`config.mk`:
```
export PLATFORM = sky130hd
export DESIGN_NAME = instr_rom_fetch
export DESIGN_NICKNAME = d
export VERILOG_FILES = /design/src/rtl/cpu_pkg.sv /design/src/rtl/rsp_fifo.sv /design/src/rtl/instr_rom_fetch.sv
export SDC_FILE = /design/constraint.sdc
export NUM_CORES = 1
export LEC_CHECK = 0
export BUFFER_PORTS_ARGS = -buffer_cell sky130_fd_sc_hd__buf_2
export CAP_MARGIN = 0
export CORE_MARGIN = 4
export CORE_UTILIZATION = 40
export CTS_BUF_LIST = sky130_fd_sc_hd__clkbuf_8
export DETAILED_ROUTE_END_ITERATION = 10
export GPL_TIMING_DRIVEN = 0
export PLACE_DENSITY = 0.69
export SYNTH_ARGS = -nofsm -noshare
export SYNTH_HDL_FRONTEND = slang
export SYNTH_SLANG_ARGS = --single-unit
export TNS_END_PERCENT = 20
```
`constraint.sdc`:
```
create_clock -name clk -period 2 [get_ports clk]
set_input_delay 0.1 -clock clk [delete_from_list [all_inputs] [get_ports clk]]
set_output_delay 0.1 -clock clk [all_outputs]
set_load 0.01 [all_outputs]
```
`src/rtl/cpu_pkg.sv`:
```
// Shared CPU definitions: fault codes, NOP encoding
// and the built-in boot program for the instruction ROM.
package cpu_pkg;

  localparam logic [1:0] FAULT_NONE     = 2'd0;
  localparam logic [1:0] FAULT_MISALIGN = 2'd1;
  localparam logic [1:0] FAULT_RANGE    = 2'd2;

  localparam logic [15:0] NOP = 16'h0000;

  localparam logic [15:0] PROG_W0   = 16'h1000;
  localparam logic [15:0] PROG_W1   = 16'h6200;
  localparam logic [15:0] PROG_W2   = 16'hBF00;
  localparam logic [15:0] PROG_W3   = 16'h0000;
  localparam logic [15:0] PROG_FILL = 16'h1000;

  // Boot image: four program words, four fill words, zeros beyond.
  function automatic logic [15:0] default_word(input int unsigned idx);
    logic [15:0] w;
    w = 16'h0000;
    if (idx == 0) w = PROG_W0;
    else if (idx == 1) w = PROG_W1;
    else if (idx == 2) w = PROG_W2;
    else if (idx == 3) w = PROG_W3;
    else if (idx < 8) w = PROG_FILL;
    return w;
  endfunction

endpackage

```
`src/rtl/rsp_fifo.sv`:
```
// Synchronous FIFO with occupancy count and flush.
// Flush drops stored entries but keeps a same-edge push.
module rsp_fifo #(
  parameter int W     = 34,
  parameter int DEPTH = 2,
  parameter int CW    = $clog2(DEPTH + 1)
) (
  input  logic          clk,
  input  logic          rst,
  input  logic          flush,
  input  logic          push,
  input  logic [W-1:0]  push_data,
  input  logic          pop,
  output logic [W-1:0]  pop_data,
  output logic [CW-1:0] count
);

  localparam int PW = (DEPTH > 1) ? $clog2(DEPTH) : 1;

  logic [W-1:0]  mem [DEPTH];
  logic [PW-1:0] wr_ptr;
  logic [PW-1:0] rd_ptr;

  function automatic logic [PW-1:0] inc(input logic [PW-1:0] p);
    return (p == PW'(DEPTH - 1)) ? '0 : p + 1'b1;
  endfunction

  assign pop_data = mem[rd_ptr];

  // Storage write; slot contents need no reset.
  always_ff @(posedge clk) begin
    if (push) mem[wr_ptr] <= push_data;
  end

  // Pointer and count update; flush collapses to the new push only.
  always_ff @(posedge clk or posedge rst) begin
    if (rst) begin
      wr_ptr <= '0;
      rd_ptr <= '0;
      count  <= '0;
    end else if (flush) begin
      rd_ptr <= wr_ptr;
      wr_ptr <= push ? inc(wr_ptr) : wr_ptr;
      count  <= push ? CW'(1) : '0;
    end else begin
      if (push) wr_ptr <= inc(wr_ptr);
      if (pop) rd_ptr <= inc(rd_ptr);
      count <= count + CW'(push) - CW'(pop);
    end
  end

endmodule

```
`src/rtl/instr_rom_fetch.sv`:
```
// Instruction ROM with request/response handshake,
// response buffering, fault tagging and redirect flush.
module instr_rom_fetch
  import cpu_pkg::*;
#(
  parameter int DATA_W     = 16,
  parameter int ADDR_W     = 16,
  parameter int DEPTH      = 8,
  parameter int FIFO_DEPTH = 2,
  parameter     INIT_FILE  = ""
) (
  input  logic              clk,
  input  logic              rst,
  input  logic              req_valid,
  output logic              req_ready,
  input  logic [ADDR_W-1:0] req_addr,
  input  logic              flush,
  output logic              rsp_valid,
  input  logic              rsp_ready,
  output logic [DATA_W-1:0] rsp_data,
  output logic [1:0]        rsp_fault,
  output logic [ADDR_W-1:0] rsp_addr,
  output logic              fault_sticky
);

  localparam int IW = (DEPTH > 1) ? $clog2(DEPTH) : 1;
  localparam int EW = DATA_W + 2 + ADDR_W;
  localparam int CW = $clog2(FIFO_DEPTH + 1);

  logic [DATA_W-1:0] rom [DEPTH];

  generate
    for (genvar i = 0; i < DEPTH; i++) begin : g_word
      assign rom[i] = DATA_W'(default_word(i));
    end
  endgenerate

  logic [ADDR_W-2:0] word_idx;
  logic              in_range;
  logic [1:0]        req_fault;
  logic [DATA_W-1:0] req_data;
  logic              push;
  logic              pop;
  logic [EW-1:0]     head;
  logic [CW-1:0]     count;

  assign word_idx = req_addr[ADDR_W-1:1];
  assign in_range = {1'b0, word_idx} < ADDR_W'(DEPTH);

  // Misalignment takes precedence over range fault.
  always_comb begin
    req_fault = FAULT_NONE;
    priority case (1'b1)
      req_addr[0]: req_fault = FAULT_MISALIGN;
      !in_range:   req_fault = FAULT_RANGE;
      default:     req_fault = FAULT_NONE;
    endcase
  end

  assign req_data = (req_fault == FAULT_NONE)
                  ? rom[word_idx[IW-1:0]]
                  : DATA_W'(NOP);

  assign req_ready = count < CW'(FIFO_DEPTH);
  assign rsp_valid = count != '0;
  assign push      = req_valid && req_ready;
  assign pop       = rsp_valid && rsp_ready;

  rsp_fifo #(
    .W     (EW),
    .DEPTH (FIFO_DEPTH),
    .CW    (CW)
  ) u_fifo (
    .clk       (clk),
    .rst       (rst),
    .flush     (flush),
    .push      (push),
    .push_data ({req_data, req_fault, req_addr}),
    .pop       (pop),
    .pop_data  (head),
    .count     (count)
  );

  assign {rsp_data, rsp_fault, rsp_addr} = rsp_valid ? head : '0;

  // Latch any fault the consumer actually takes.
  always_ff @(posedge clk or posedge rst) begin
    if (rst) fault_sticky <= 1'b0;
    else if (pop && rsp_fault != FAULT_NONE) fault_sticky <= 1'b1;
  end

endmodule

```
==> metrics.txt <==
Crit Reg-Reg Startpoint u_fifo.count[1]; max cap viols 0; Final Critical Period 1800 ps; Die X ~80 µm; number of diodes 0; post-synthesis sequential area ratio 0.664; hpwl dp around 2500 µm; worst path arrival time about 1700 ps; Crit path top cell by count buf_2; Setup-failing EPs final 0; DRT antenna net count 0; fin nets approximately 240; total number of vias between 1000 and 1500; antenna violations before repair 0; Slowest-stage cell, CP dfrtp_1; Mapped Area roughly 2100 µm²; Buffers on Ports 49; Pins Over Slew Limit 0; Post-Route WL between 3000 and 4000 µm; First DRT Iteration DRCs 40; Placer Congestion 0.773; crit path capture type primary output; clock skew about 4.5 ps; clock sink count 47; layout cell share with drive strength beyond 1 0.366; f_max around 560 MHz; maximum fanout along the worst path 10; vias in the first global route roughly 1200; CTS Buf Count 5; first-pass GRT wire length 5460 µm; TNS Setup 0 ps; Clock Latency Late Sink around 290 ps; Finished Core Util 0.506; Slew HR 0.544; final count of hold timing violations 0; area occupied by registers ~1400 µm²; root buf cell clkbuf_8; Worst Hold End u_fifo.count[1]; area occupied by multi-input gates between 500 and 600 µm²; H-tree levels 2; outcome completed; Yosys cell types 25; CP Buf/Inv Count 4; total congestion overflow 0; Pwr Density around 1300 nW/µm²; worst path required time 1900 ps; WL per Instance between 10 and 15 µm; worst vdd ir 0.765 mV; pin count of the biggest net entering global routing 22; Die H roughly 80 µm; gr usage total 0.112; Filler cells 456; core area just over 5000 µm²; hold_sp flush; CP Class flip-flop to primary output; Reg-to-Reg End u_fifo.count[1]; YS warnings 0; # rows 26; RSZ-0062 raised after global routing no; Slew @ Worst Pin 678 ps; P&R area growth vs syn 23.1%; Reg clk slew, reported paths ~70 ps; critical path's top delay family buffers and inverters; Avg Inst Size Synth 14.0 µm²; internal reg-to-reg setup slack ~270 ps; DR DRC count 0; CP Cell Sequence buf_2 > buf_2 > mux2i_1 > nor2_1 > buf_4 > buf_2; Leakage Power around 0.0011 µW; starting density of the core 0.411; final period utilization 0.899; Vias/cell ~4.4; I/O Pins 58; synthesized flop and latch total 47; Post-Synthesis Cells approximately 150; worst reg-to-reg path cell count 8; worst-case clock buffer depth 2; Die ar. between 6000 and 7000 µm²; Worst Hold Class input port to flip-flop; CTS tree yes; Max stage delay on crit path 320 ps; WHS Path Cells 2; DR pass1 iterations 4; startpoint type of the worst setup path flip-flop
## how the worst max path moves through the flow
stage	from	endpoint	slack (ps)	depth (start not counted)
2_1_floorplan	u_fifo.count[1]	u_fifo.mem[0][10]	320	2
4_1_cts	u_fifo.count[1]	u_fifo.mem[1][13]	9	2
6_report	u_fifo.rd_ptr	rsp_data[15]	200	6
3_5_place_dp	u_fifo.count[1]	u_fifo.mem[0][10]	-90	2
3_3_place_gp	u_fifo.count[1]	u_fifo.mem[0][10]	-60	2
5_1_grt	u_fifo.rd_ptr	rsp_data[15]	50	6
## synth_stat cells
cell type | count | share of area
a21o_1 | 1 | 0.0036
a21oi_1 | 2 | 0.0048
and2_1 | 1 | 0.0030
and4_1 | 3 | 0.013
buf_2 | 3 | 0.0072
buf_4 | 13 | 0.047
clkbuf_1 | 2 | 0.0036
conb_1 | 1 | 0.0018
dfrtp_1 | 5 | 0.060
edfxtp_1 | 42 | 0.60
ha_1 | 5 | 0.030
inv_1 | 8 | 0.014
mux2_2 | 1 | 0.0054
mux2i_1 | 21 | 0.10
nand2_1 | 1 | 0.0018
nor2_1 | 25 | 0.045
nor2_4 | 1 | 0.0054
nor2b_1 | 2 | 0.0060
nor3_1 | 1 | 0.0024
nor4_1 | 2 | 0.0060
o21ai_0 | 2 | 0.0048
o31ai_1 | 1 | 0.0036
or4_4 | 2 | 0.011
xnor2_1 | 2 | 0.0084
xor2_1 | 2 | 0.0084
## layer usage
metal  vias to the layer above  global-route usage  routed length [µm]
met5                         -                   0                   0
met1                       567               0.130                1490
li1                        634                   -                   -
met4                         0              0.0405                  48
met3                         7              0.0325                 261
met2                        43               0.196                1660
## registers in the layout (all words and copies together), names as in the netlist
register       count
u_fifo.rd_ptr      1
u_fifo.count       2
fault_sticky       1
u_fifo.wr_ptr      1
u_fifo.mem        42
## cells in the final DEF, fill, tap and decap left out, drive strengths merged, types with 3 or more instances in the layout
cell,instances
mux2i,21
clkbuf,7
nor2,26
ha,5
inv,9
edfxtp,42
dfrtp,5
buf,65
and4,3
conb,8
## layout make-up
cell class | instances | area share
flip-flops and latches | 47 | 0.539
repair buffers | 50 | 0.0993
well taps | 70 | 0.0341
plain buffers | 18 | 0.0472
multi-input cells | 83 | 0.228
inverters | 8 | 0.0117
clock buffers | 5 | 0.0268
clock inverters | 2 | 0.0131
## logic make-up (layout without fill, tap and decap cells)
family / Yosys count / in the layout / share of synthesized area
buffers and inverters: 26 / 83 / 0.0719
multiplexers: 22 / 22 / 0.106
XOR/XNOR: 4 / 4 / 0.0168
adder cells (fa/ha/maj): 5 / 5 / 0.0300
flip-flops: 47 / 47 / 0.664
AO/OA/AOI/OAI: 6 / 6 / 0.0168
AND/OR/NAND/NOR: 38 / 38 / 0.0929
other: 1 / 8 / 0.00180
## timing repair
action                                 4_1_cts  5_1_grt
setup buffers                                0        0
setup endpoints to repair                   21       26
hold buffers                                 1        0
gates resized for setup                      1        3
endpoints found under the hold margin        5        0
gates cloned                                 0        0
## where the power goes
| part | internal, µW | leakage [µW] | switching [µW] | total, µW |
|---|---|---|---|---|
| Sequential | 1310 | 0.000455 | 65.8 | 1380 |
| Combinational | 565 | 0.000627 | 768 | 1330 |
| Clock | 361 | 0.0000554 | 277 | 638 |
| Total | 2240 | 0.00114 | 1110 | 3350 |
## metrics by stage
stage | cells | worst slack [ps] | total power, µW | cell area, µm² | hold slack [ps]
3_3_place_gp | 275 | -56.0 | 2730 | 2450 | 8.28
3_5_place_dp | 275 | -88.4 | 2760 | 2450 | 6.83
5_1_grt | 283 | 51.2 | 3580 | 2570 | 0.898
2_1_floorplan | 156 | 324 | 2280 | 2120 | -121
6_report | 283 | 203 | 3350 | 2570 | 7.57
4_1_cts | 283 | 8.74 | 3390 | 2570 | 3.56
Power figures use the tool's default switching activity.
